==> config.mk <==
export PLATFORM = sky130hd
export DESIGN_NAME = tagged_norm_fifo_reader
export DESIGN_NICKNAME = d
export VERILOG_FILES = /design/src/rtl/tagged_norm_fifo_reader.sv
export SDC_FILE = /design/constraint.sdc
export NUM_CORES = 1
export LEC_CHECK = 0
export ABC_AREA = 1
export CORE_MARGIN = 1
export CORE_UTILIZATION = 30
export CTS_CLUSTER_DIAMETER = 60
export DETAILED_ROUTE_END_ITERATION = 7
export GPL_TIMING_DRIVEN = 0
export HOLD_SLACK_MARGIN = 0.03
export MAX_ROUTING_LAYER = met4
export PLACE_DENSITY_LB_ADDON = 0.1
export SYNTH_ARGS = -nofsm -noshare
export SYNTH_HDL_FRONTEND = slang
export SYNTH_SLANG_ARGS = --single-unit
==> constraint.sdc <==
create_clock -name clk -period 4.8 [get_ports clk]
set_clock_uncertainty 0.05 [all_clocks]
set_input_delay 1.44 -clock clk [delete_from_list [all_inputs] [get_ports clk]]
set_output_delay 1.44 -clock clk [all_outputs]
set_load 0.01 [all_outputs]
==> src/rtl/tagged_norm_fifo_reader.sv <==
// Consumer side of the TaggedNormalized FIFO: credit-limited read pulses feed a small local buffer
// drained over valid/ready. Define TAG_ORDER_CHECK_EN to enable the tag sequence checker.
`ifndef TAG_SIZE
`define TAG_SIZE 8
`endif

package tagged_norm_pkg;
  typedef struct packed {
    logic [`TAG_SIZE-1:0] tag;
    logic [47:0]          normal;
  } tagged_normalized_t;
endpackage

module tagged_norm_fifo_reader
  import tagged_norm_pkg::*;
#(
  parameter int SKID_DEPTH = 2,
  parameter int TAG_SIZE   = `TAG_SIZE
) (
  input  logic                  clk,
  input  logic                  reset,
  input  logic                  drain_en,
  input  logic                  fifo_ready,
  output logic                  fifo_read,
  input  logic                  fifo_valid,
  input  tagged_normalized_t    fifo_data,
  output logic                  out_valid,
  input  logic                  out_ready,
  output tagged_normalized_t    out_data,
  output logic [TAG_SIZE-1:0]   out_tag,
  output logic [7:0]            miss_count,
  output logic [15:0]           rx_count,
  output logic                  drop_err,
  output logic                  tag_error
);
  localparam int OW = $clog2(SKID_DEPTH + 1);
  localparam int PW = $clog2(SKID_DEPTH);
  localparam logic [OW-1:0] DEPTH_OCC  = OW'(SKID_DEPTH);
  localparam logic [OW:0]   DEPTH_CRED = (OW + 1)'(SKID_DEPTH);

  tagged_normalized_t mem_q [SKID_DEPTH];

  logic [OW-1:0] occ_q, occ_d;
  logic [PW-1:0] rd_ptr_q, rd_ptr_d, wr_ptr_q, wr_ptr_d;
  logic          inflight_q;
  logic [7:0]    miss_count_q, miss_count_d;
  logic [15:0]   rx_count_q, rx_count_d;
  logic          drop_err_q, drop_err_d;
  logic          pop, capture;
  logic [OW:0]   credit_used;

  // Outstanding credit counts a read still awaiting its response window.
  assign credit_used = {1'b0, occ_q} + {{OW{1'b0}}, inflight_q};
  assign fifo_read   = drain_en & fifo_ready & ~reset & (credit_used < DEPTH_CRED);

  always_comb begin
    pop          = (occ_q != '0) && out_ready;
    capture      = fifo_valid && ((occ_q < DEPTH_OCC) || pop);
    occ_d        = occ_q;
    rd_ptr_d     = rd_ptr_q;
    wr_ptr_d     = wr_ptr_q;
    miss_count_d = miss_count_q;
    rx_count_d   = rx_count_q;
    drop_err_d   = drop_err_q;
    if (pop)
      rd_ptr_d = rd_ptr_q + PW'(1);
    if (capture) begin
      wr_ptr_d   = wr_ptr_q + PW'(1);
      rx_count_d = rx_count_q + 16'd1;
    end else if (fifo_valid) begin
      drop_err_d = 1'b1;
    end
    if (capture && !pop)
      occ_d = occ_q + OW'(1);
    else if (pop && !capture)
      occ_d = occ_q - OW'(1);
    if (inflight_q && !fifo_valid && (miss_count_q != 8'hFF))
      miss_count_d = miss_count_q + 8'd1;
  end

  always_ff @(posedge clk or posedge reset) begin
    if (reset) begin
      occ_q        <= '0;
      rd_ptr_q     <= '0;
      wr_ptr_q     <= '0;
      inflight_q   <= 1'b0;
      miss_count_q <= '0;
      rx_count_q   <= '0;
      drop_err_q   <= 1'b0;
    end else begin
      occ_q        <= occ_d;
      rd_ptr_q     <= rd_ptr_d;
      wr_ptr_q     <= wr_ptr_d;
      inflight_q   <= fifo_read;
      miss_count_q <= miss_count_d;
      rx_count_q   <= rx_count_d;
      drop_err_q   <= drop_err_d;
    end
  end

  // Buffer contents are deliberately left out of reset.
  always_ff @(posedge clk) begin
    if (capture)
      mem_q[wr_ptr_q] <= fifo_data;
  end

  assign out_valid  = (occ_q != '0);
  assign out_data   = mem_q[rd_ptr_q];
  assign out_tag    = out_data.tag;
  assign miss_count = miss_count_q;
  assign rx_count   = rx_count_q;
  assign drop_err   = drop_err_q;

`ifdef TAG_ORDER_CHECK_EN
  logic [TAG_SIZE-1:0] expected_tag_q, expected_tag_d;
  logic                tag_error_q, tag_error_d;

  // Every capture resyncs the expectation, so one gap yields one pulse.
  always_comb begin
    expected_tag_d = expected_tag_q;
    tag_error_d    = 1'b0;
    if (capture) begin
      tag_error_d    = (fifo_data.tag != expected_tag_q);
      expected_tag_d = fifo_data.tag + TAG_SIZE'(1);
    end
  end

  always_ff @(posedge clk or posedge reset) begin
    if (reset) begin
      expected_tag_q <= '0;
      tag_error_q    <= 1'b0;
    end else begin
      expected_tag_q <= expected_tag_d;
      tag_error_q    <= tag_error_d;
    end
  end

  assign tag_error = tag_error_q;
`else
  assign tag_error = 1'b0;
`endif

endmodule

== After elaboration in Yosys (flattened, before gate mapping) ==
Memory sizes are Yosys's and may differ from the RTL's.
Index checks and enable logic that the tools add are counted.
Storage, ports and cells
  register bits after elaboration: 30
  RAM bits: 112
  input bits: 62
  output and inout port bits: 92
  logic and storage cells: 40
  memories kept: 1
Memories
  mem_q: depth 2, width 56, rd ports 1, clocked after memory_dff 0, wr ports 1, line 41  | tagged_normalized_t mem_q [SKID_DEPTH];
Cells by class
  $add $sub $neg: 7
  $lt $le $gt $ge: 2
  eq/ne operators: 1
  mux-type cells: 4
  bitwise logic cells: 5
  reductions and logical operators: 13
Operators with widths (number)
  16-bit by 1-bit adder with 16-bit output (second input constant): 1
  8-bit by 1-bit adder with 8-bit output (second input constant): 1
  8-bit inequality test (second input constant): 1
  1-bit logical AND: 6
  2-bit 2-to-1 mux: 2
  2-bit nonzero test: 2
  2-bit by 1-bit adder with 3-bit output: 1
  1-bit bitwise AND: 3
  1-bit logical NOT: 3
  3-bit by 2-bit < comparator with 1-bit output (second input constant): 1
  1-bit adder (second input constant): 2
  2-bit by 1-bit adder with 2-bit output (second input constant): 1
  2-bit < comparator (second input constant): 1
  1-bit 2-to-1 mux: 2
  1-bit inverter: 2
  2-bit AND reduction: 1
  2-bit by 1-bit subtractor with 2-bit output (second input constant): 1
  1-bit logical OR: 1

== Depth between registers and ports, before layout ==
  depth in word-level cells: 8
  gate-level depth with buffers: 8
  mapped depth without buffers: 8

== Worst setup path before layout ==
Ideal clock, no wire load.
  path type: input-to-reg
  start point: in out_ready
  end point: mem mem_q[0][0] in the netlist's numbering, enable pin
  arrival time: 4.165 ns
  data required time: 4.279 ns
  slack: 0.114 ns
  cell stages on the path: 5
  cell sequence: o21ai_4 > nand2_2 > nand2_2 > buf_6 > nor2_1
Between the ends
  longest elaborated chain between the ends: 5
Ends and longest elaborated chain
  start: declaration: line 28  | input logic out_ready,
  1-bit logical AND: line 57  | pop = (occ_q != '0) && out_ready;
  1-bit logical OR: line 58  | capture = fifo_valid && ((occ_q < DEPTH_OCC) || pop);
  1-bit logical AND: line 58
  1-bit 2-to-1 mux: line 103  | if (capture)
  1-bit 2-to-1 mux (implied by the code): line 104  | mem_q[wr_ptr_q] <= fifo_data;
  end: declaration: line 41
No other way between the ends.

== Worst setup path after layout ==
  start point: in reset
  end point: out fifo_read
Between the ends
  longest elaborated chain between the ends: 3
Ends and longest elaborated chain
  start: declaration: line 21  | input logic reset,
  1-bit inverter: line 54  | assign fifo_read = drain_en & fifo_ready & ~reset & (credit_used < DEPTH_CRED);
  1-bit bitwise AND (2 in series): line 54
  end: declaration: line 24  | output logic fifo_read,
No other way between the ends.

==> impl_results.rst <==
.. list-table::
   :header-rows: 1

   * - Metric
     - Value
   * - Status
     - complete, no violations
   * - Share of post-route cells with drive strength above 1
     - 8.677%
   * - Required @ worst endpoint
     - 3.31 ns
   * - Worst Setup Path Type
     - input port to primary output
   * - Clock Pin Slew Worst Setup and Hold Paths
     - 0.06 ns
   * - WP buf/inv
     - 3
   * - Number of warnings issued by yosys
     - 0
   * - Number of vias per cell after detailed routing
     - 4.306
   * - Number of hold violations in the final report
     - 0
   * - Overflow left after global routing
     - 0
   * - Number of instances in the synthesized netlist
     - 514
   * - Leading cell types in the layout, fill and taps excluded
     - 245 x sky130_fd_sc_hd__nand2_1, 152 x sky130_fd_sc_hd__clkdlybuf4s50_1, 112 x sky130_fd_sc_hd__edfxtp_1, 30 x sky130_fd_sc_hd__dfrtp_1, 24 x sky130_fd_sc_hd__inv_1
   * - Post-detailed-route wirelength per cell
     - 14.02 µm
   * - Max stage delay on crit path
     - 0.57 ns
   * - CTS tree
     - yes
   * - Width of the die
     - 140.6 µm
   * - Cell type contributing the most total cell area after synthesis
     - sky130_fd_sc_hd__edfxtp_1
   * - CP max stage cell
     - sky130_fd_sc_hd__clkdlybuf4s50_1
   * - Setup ws final
     - 0.3491 ns
   * - Largest delay contributor family on the critical path
     - buffers and inverters
   * - Most common cell on crit path
     - sky130_fd_sc_hd__clkdlybuf4s50_1
   * - DP Wirelength
     - 8872 µm
   * - Residual antenna-violating net count after detailed routing
     - 0
   * - Number of nets produced by synthesis
     - 579
   * - Critical Path Sink Type
     - primary output
   * - Routed vias
     - 4035
   * - Initial antenna violation count
     - 0
   * - Endpoint arrival time on the critical path
     - 2.96 ns
   * - Class of the tightest hold or removal check
     - register to register
   * - Post-synthesis cell type count
     - 28
   * - Syn-to-layout area delta
     - 44.25%
   * - Placement-stage worst setup slack
     - -0.5449 ns
   * - Global-route total usage across every layer
     - 14.44%
   * - Gp weighted congestion
     - 0.8180
   * - Slew of the pin with the lowest slew margin
     - 0.8923 ns
   * - Pwr dens
     - 580.5 nW/µm²
   * - Maximum number of pins on one net before global-route repair
     - 30
   * - TritonCTS Buffers
     - 17
   * - Root Buffer
     - sky130_fd_sc_hd__clkbuf_16
   * - Sort of element at the start of the critical path
     - input port
   * - Clock latency of the later-clocked register in the worst-skew pair
     - 0.41 ns
   * - Max-slew violation count
     - 0
   * - Row count
     - 50
   * - Leading post-synthesis cells by cell area
     - sky130_fd_sc_hd__edfxtp_1 58%, sky130_fd_sc_hd__nand2_1 16%, sky130_fd_sc_hd__dfrtp_1 13%
   * - Leak pwr
     - 0.003308 µW
   * - Via count of the first global-routing pass
     - 3927
   * - Sequential element share of the synthesized area
     - 71.35%
   * - Deepest clock path buffer count
     - 2
   * - Leading cell type in the layout, fill and taps excluded
     - sky130_fd_sc_hd__nand2_1
   * - Starting density of the core
     - 30.72%
   * - Number of setup violations in the final report
     - 0
   * - Final worst path period share
     - 92.73%
   * - Wire length of the first global-routing pass
     - 20900 µm
   * - N_diodes
     - 0
   * - Port-buffer cells
     - 152
   * - Worst IR Drop VDD
     - 0.2411 mV
   * - Mean instance size in the synthesized netlist
     - 11.22 µm²
   * - Critical-path maximum fanout
     - 2
   * - Post-layout instance area
     - 8317 µm²
   * - Cell Area, Placed
     - 7662 µm²
   * - Placeable core region
     - 18770 µm²
   * - Post-Route WL
     - 13140 µm
   * - Maximum clock frequency
     - 0.2247 GHz
   * - Die area
     - 19780 µm²
   * - Detailed Routing Iterations Pass 1
     - 4
   * - Area share of the leading cell type in the synthesized netlist
     - 58.33%
   * - Unrepaired setup endpoints after global routing
     - false
   * - Period minus WS final
     - 4.451 ns
   * - Clock Sink Count
     - 142
   * - Worst-path cell chain
     - clkdlybuf4s50_1 -> clkinvlp_4 -> nand4_1 -> a21oi_1 -> clkdlybuf4s50_1
   * - Post-Syn Area
     - 5766 µm²
   * - Relative slew slack
     - 40.37%
   * - Iteration-0 DRC Markers
     - 119
   * - Number of I/O pins
     - 154
   * - Max-cap violations
     - 0
   * - Utilization after layout
     - 44.31%
   * - Number of H-tree levels
     - 4
   * - DRC Markers
     - 0
   * - Net count, final
     - 755
   * - Die height
     - 140.6 µm
   * - #FFs+latches synth
     - 142
## logic make-up (layout without fill, tap and decap cells)
group	count (synthesis)	in the layout	share of synthesized area, %
simple gates	292	292	20.23
flops	142	142	71.35
buf+inv	49	238	4.080
compound gates	14	14	1.649
xor+xnor	13	13	1.975
fa+ha+maj	3	3	0.6511
other cells	1	1	0.06504
## where the power goes
group	switching, µW	internal [µW]
Sequential	113	1610
Combinational	862	834
Clock	527	882
Total	1500	3330
## timing repair
action,CTS,global route
hold buffers,0,0
endpoints found under the setup margin,1,0
buffers inserted,1,0
gates resized for setup,1,0
## flip-flops by register name (all words and copies together), names as in the netlist
name	cells
inflight_q	1
occ_q	2
mem_q	112
wr_ptr_q	1
rd_ptr_q	1
drop_err	1
miss_count	8
rx_count	16
## final cells by class
class / count / area [µm²]
tap: 234 / 292.8
sequential: 142 / 4114
buffer: 23 / 137.6
fill: 1770 / 10450
multi-input combinational: 323 / 1431
timing repair inverter: 1 / 5.005
timing repair buffer: 156 / 1597
clock buffer: 18 / 429.2
clock inverter: 14 / 209.0
inverter: 26 / 101.3
## routing by layer
layer	global-route usage [%]	vias to the layer above	share of wire, %
li1	-	2035	-
met1	17.57	1868	45
met2	23.25	117	48
met3	3.533	15	5.1
met4	5.492	0	1.3
met5	-	-	0
## cell usage after synthesis
| cell | number |
|---|---|
| sky130_fd_sc_hd__a21oi_1 | 2 |
| sky130_fd_sc_hd__a21oi_4 | 1 |
| sky130_fd_sc_hd__buf_1 | 5 |
| sky130_fd_sc_hd__buf_2 | 2 |
| sky130_fd_sc_hd__buf_4 | 9 |
| sky130_fd_sc_hd__buf_6 | 2 |
| sky130_fd_sc_hd__clkbuf_1 | 5 |
| sky130_fd_sc_hd__conb_1 | 1 |
| sky130_fd_sc_hd__dfrtp_1 | 30 |
| sky130_fd_sc_hd__edfxtp_1 | 112 |
| sky130_fd_sc_hd__ha_1 | 3 |
| sky130_fd_sc_hd__inv_1 | 25 |
| sky130_fd_sc_hd__inv_2 | 1 |
| sky130_fd_sc_hd__nand2_1 | 245 |
| sky130_fd_sc_hd__nand2_2 | 3 |
| sky130_fd_sc_hd__nand3_1 | 10 |
| sky130_fd_sc_hd__nand3b_1 | 3 |
| sky130_fd_sc_hd__nand4_1 | 8 |
| sky130_fd_sc_hd__nor2_1 | 18 |
| sky130_fd_sc_hd__nor2_2 | 1 |
| sky130_fd_sc_hd__nor2_4 | 1 |
| sky130_fd_sc_hd__nor3_1 | 2 |
| sky130_fd_sc_hd__nor3_2 | 1 |
| sky130_fd_sc_hd__o21ai_0 | 9 |
| sky130_fd_sc_hd__o21ai_4 | 1 |
| sky130_fd_sc_hd__o21bai_1 | 1 |
| sky130_fd_sc_hd__xnor2_1 | 5 |
| sky130_fd_sc_hd__xor2_1 | 8 |
## through the flow
step	hold slack, ns	TNS (ns)	cells	power [µW]
after detailed placement	0.4119	-0.5449	903	3486
after global placement	0.4053	-241.11	900	3455
after CTS	0.4240	0	937	4917
final	0.4219	0	937	4828
after global routing	0.4347	0	937	5114
after floorplan	0.4368	0	514	2539
## final timing paths
kind,from,to,slack [ns],cells after the start
setup reg to reg,occ_q[1],mem_q[0][31],2.53,7
setup / recovery,reset,fifo_read,0.35,5
hold reg to reg,inflight_q,inflight_q,0.42,1
max in group asynchronous,reset,rx_count[10],2.74,2
min in group asynchronous,reset,rx_count[4],1.54,3
hold / removal,inflight_q,inflight_q,0.42,1
No activity file was read; power rests on OpenSTA's default activity.
